===== src/rtl/fetch_unit.sv =====
// Instruction fetch stage: owns the PC, issues ROM reads, and buffers (pc, instr)
// pairs in a small FIFO toward the decoder; redirects flush everything in flight.
module fetch_unit #(
  parameter int          ADDR_W     = 5,
  parameter logic [31:0] RESET_PC   = 32'h0,
  parameter int          FIFO_DEPTH = 2
) (
  input  logic              clk,
  input  logic              rst_n,
  input  logic              fetch_en,
  input  logic              redirect_valid,
  input  logic [31:0]       redirect_pc,
  output logic [ADDR_W-1:0] imem_addr,
  input  logic [31:0]       imem_instr,
  output logic              if_valid,
  input  logic              if_ready,
  output logic [31:0]       if_pc,
  output logic [31:0]       if_instr
);

  localparam int PTR_W = (FIFO_DEPTH > 1) ? $clog2(FIFO_DEPTH) : 1;
  localparam int CNT_W = $clog2(FIFO_DEPTH + 1);
  localparam int AV_W  = CNT_W + 1;

  typedef struct packed {
    logic [31:0] pc;
    logic [31:0] instr;
  } fetch_t;

  fetch_t             mem [FIFO_DEPTH];
  logic [PTR_W-1:0]   rd_ptr, wr_ptr;
  logic [CNT_W-1:0]   count;
  logic [31:0]        pc_q, inflight_pc;
  logic               inflight;
  logic               pop, push, issue;
  logic [AV_W-1:0]    avail;

  function automatic logic [PTR_W-1:0] nxt(input logic [PTR_W-1:0] p);
    return (p == PTR_W'(FIFO_DEPTH - 1)) ? '0 : p + PTR_W'(1);
  endfunction

  assign imem_addr = pc_q[ADDR_W+1:2];
  assign if_valid  = (count != '0);
  assign if_pc     = mem[rd_ptr].pc;
  assign if_instr  = mem[rd_ptr].instr;

  // Free slots counted against the in-flight read, so a returning word always has room.
  always_comb begin
    pop   = if_valid & if_ready & ~redirect_valid;
    push  = inflight;
    avail = AV_W'(FIFO_DEPTH) - AV_W'(count) - AV_W'(inflight) + AV_W'(pop);
    issue = fetch_en & ~redirect_valid & (avail != '0);
  end

  always_ff @(posedge clk) begin
    if (!rst_n) begin
      pc_q        <= RESET_PC;
      inflight    <= 1'b0;
      inflight_pc <= '0;
      rd_ptr      <= '0;
      wr_ptr      <= '0;
      count       <= '0;
      for (int i = 0; i < FIFO_DEPTH; i++) mem[i] <= '0;
    end else if (redirect_valid) begin
      pc_q     <= redirect_pc & ~32'h3;
      inflight <= 1'b0;
      rd_ptr   <= '0;
      wr_ptr   <= '0;
      count    <= '0;
    end else begin
      inflight <= issue;
      if (issue) begin
        inflight_pc <= pc_q;
        pc_q        <= pc_q + 32'd4;
      end
      if (push) begin
        mem[wr_ptr] <= '{pc: inflight_pc, instr: imem_instr};
        wr_ptr      <= nxt(wr_ptr);
      end
      if (pop) rd_ptr <= nxt(rd_ptr);
      count <= count + CNT_W'(push) - CNT_W'(pop);
    end
  end

endmodule


===== config.mk =====
export PLATFORM = sky130hd
export DESIGN_NAME = fetch_unit
export DESIGN_NICKNAME = d
export VERILOG_FILES = /design/src/rtl/fetch_unit.sv
export SDC_FILE = /design/constraint.sdc
export NUM_CORES = 1
export LEC_CHECK = 0
export CAP_MARGIN = 30
export CORE_MARGIN = 2
export CORE_UTILIZATION = 40
export DETAILED_ROUTE_END_ITERATION = 7
export DONT_BUFFER_PORTS = 1
export SYNTH_ARGS = -nofsm -noshare
export SYNTH_HDL_FRONTEND = slang
export SYNTH_SLANG_ARGS = --single-unit

===== constraint.sdc =====
create_clock -name clk -period 18.5 [get_ports clk]
set_input_delay 3.7 -clock clk [delete_from_list [all_inputs] [get_ports clk]]
set_output_delay 3.7 -clock clk [all_outputs]
set_load 0.1 [all_outputs]

==> flow_summary.ini <==
[yosys]
yosys_warnings = 0
yosys_register_bits = 190
largest_cells_by_area_after_synthesis = sky130_fd_sc_hd__edfxtp_1, sky130_fd_sc_hd__dfxtp_1, sky130_fd_sc_hd__and2_1
mappedNetlistArea_um2 = 8530
main_synth_ff_type = sky130_fd_sc_hd__edfxtp_1
mean_area_per_synthesized_cell_um2 = 11.9
synth_edf_count = 124
synth-async-reset-ratio = 0
synth-seq-area-share = 0.591
synth_cell_type_count = 51
synth_top_area_cell = sky130_fd_sc_hd__edfxtp_1
synth_most_common_cell = sky130_fd_sc_hd__and2_1
synth_top_area_frac = 0.436
synth_common_cells = sky130_fd_sc_hd__and2_1, sky130_fd_sc_hd__edfxtp_1, sky130_fd_sc_hd__nand2_1
gate_count_after_technology_mapping = 720

[power]
max_rail_drop_vdd_uv = 51.9
pwr_density_cell_nw_per_um2 = 98.7
power.static_leakage_nw = 3.37

[detailed_routing]
vias_per_cell = 5.16
vias = 5110
drt_pre_antenna_iters = 4
detail-route-antenna-nets = 0
dr.first_iter.drc_count = 276
drt-wirelength-per-cell_um = 17.9
detail_route.wirelength_mm = 17.7
total_drc_errors_in_the_routed_layout = 0

[timing]
fin_crit_sh = 0.323
maxSlewViolCount = 0
setup_slack_ns = 12.53
time_the_final_worst_path_needs_with_i_o_delays_and_setup_ns = 5.97
timing.max_slew.rel_slack = 0.417
grt_setup_unrepaired = no
final_skew_ns = 0.0143
setup_viol_count_final = 0
maxClockFrequency_mhz = 168
final_layout_setup_total_negative_slack_ns = 0
timing.final.hold_violations = 0
transition_time_at_the_pin_with_the_least_slew_margin_ns = 0.874

[cells_and_area]
layout-drive-gt1-share = 0.175
ff_latch_area_um2 = 5050
area.growth.synth_to_final_pct = 9.94
nNetsFinal = 777
post-route-cell-area_um2 = 9380
fill_cells = 1947
antennaDiodeCount = 0
combined_area_of_the_multi_input_logic_cells_um2 = 3260

[die]
fp.coreArea_um2 = 21000
die_x_um = 150
design.die.area_um2 = 22500
rows = 53
boundaryPins = 139
initial_core_util = 0.407
fp.dieH_um = 150

[placed_design]
place_hpwl_mm = 11.8
placement.setup.worst_slack_ns = 12.11
post_dp_cell_area_um2 = 8810
portBuffers = 0
gp_routability_congestion = 0.821

[worst_setup_path]
crit_start = if_ready
startpoint_type = primary input
critPathRequiredTime_ns = 18.80
timing.critical_path.arrival_ns = 6.27
crit-reg2reg-launch = count[1]
largest_delay_contributor_family_on_the_critical_path = simple AND/OR/NAND/NOR gates
r2r_slack_ns = 14.81
cp.buffers_inverters = 1
cpPeakStageDelay_ns = 0.79
cp_cell_sequence = nand2_1 > nor2_1 > fa_1 > inv_1 > ha_1 > nor3b_1 > or4_1 > nor3_2 > a21oi_1 > a211o_1
worstPathMaxFanout = 9
critical_path.endpoint_type = flip-flop
critPathKind = primary input to flip-flop
critical-path-slowest-cell = sky130_fd_sc_hd__or4_1

[hold_path]
hold_path.class = flip-flop to flip-flop
hold_path_startpoint = inflight_pc[20]

[clocking]
clk-insertion-delay-late_ns = 0.42
ctsResizeCount = 0
cts_made_buffers = 17
max-clock-path-buffers = 2
tritoncts = built
cts_root_buf = sky130_fd_sc_hd__clkbuf_16
clock_sinks = 190
clkTransAtPathRegs_ns = 0.07
cts-htree-levels = 4
post_cts.repair.setup_buffers = 0
cts-hold-fix-buffers = 0

[grt]
grt_pass1_vias = 5057
grt_pass1_wl_mm = 27.6
grt_start_max_net_pins = 67
gr-usage-all-layers = 0.161
grt_overflow = 0
antenna_found_initial = 0

[run_status]
outcome = finished, final reports clean

[job]
maxCapViolations = 0
==> worst reg2reg max path: stages, from the launching register on <==
cell,delay (ns)
sky130_fd_sc_hd__dfxtp_1,0.34
sky130_fd_sc_hd__or2_2,0.54
sky130_fd_sc_hd__nand2_1,0.21
sky130_fd_sc_hd__nor2_1,0.08
sky130_fd_sc_hd__fa_1,0.35
sky130_fd_sc_hd__inv_1,0.06
sky130_fd_sc_hd__ha_1,0.22
sky130_fd_sc_hd__nor3b_1,0.21
sky130_fd_sc_hd__or4_1,0.80
sky130_fd_sc_hd__nor3_2,0.41
sky130_fd_sc_hd__a21oi_1,0.11
sky130_fd_sc_hd__a211o_1,0.23
==> placed cells by master (no fill, tap or decap), drive strengths merged, types with 4 or more instances in the layout <==
master and instances:
a21boi 33, a21oi 19, and2 126, and3 5
and4 4, buf 14, clkbuf 21, clkinv 5
dfxtp 66, edfxtp 124, ha 4, inv 10
mux2 62, nand2 84, nand3 16, nand4 9
nor2 12, nor3 10, nor4 9, o21ai 23
xnor2 15, xor2 10
==> sequential cells by signal, summed over array words and instances, names as in the netlist, named ones only <==
register and flops:
mem 124, inflight_pc 30, rd_ptr 1, count 2
wr_ptr 1, inflight 1, pc_q 30
==> cell type report <==
class,instances,share of cell area
Sequential cell,190,0.538
Multi-Input combinational cell,473,0.348
Clock buffer,21,0.0491
Tap cell,275,0.0367
Timing Repair Buffer,14,0.0147
Clock inverter,11,0.0113
Inverter,7,0.00280
==> per-layer routing <==
metal	share of wire	routed length, um	vias up	GRT usage
li1	-	-	2498	-
met1	0.43	7670	2469	0.205
met2	0.48	8560	127	0.264
met3	0.070	1240	16	0.0424
met4	0.015	267	0	0.0552
met5	0	0	-	0
==> cell families after synthesis <==
family / count (synthesis) / synth area share
compound gates: 91 / 0.0692
xor+xnor: 25 / 0.0257
fa+ha+maj: 5 / 0.00821
buf+inv: 58 / 0.0304
flops: 190 / 0.591
mux: 63 / 0.0830
other cells: 1 / 0.000439
simple gates: 287 / 0.192
==> report_power, final <==
group          internal [mW]  switching (mW)
registers              0.468         0.00996
logic                 0.0174          0.0797
clock network          0.194           0.157
total                  0.679           0.247
==> stage by stage <==
step           power (mW)  hold WS (ns)  std cells  utilization
2_1_floorplan       0.574         0.447        721            -
3_3_place_gp        0.583         0.462        957        0.418
3_5_place_dp        0.585         0.464        959        0.421
4_1_cts             0.935         0.473        991        0.448
5_1_grt             0.957         0.497        991        0.448
6_report            0.926         0.470        991        0.448
==> worst paths after layout <==
| kind | cells after the start | to |
|---|---|---|
| worst max-delay path | 10 | pc_q[31] |
| worst min-delay path | 2 | inflight_pc[20] |
| worst max register to register | 11 | pc_q[31] |
| worst min register to register | 2 | inflight_pc[20] |
Power figures use the tool's default switching activity.
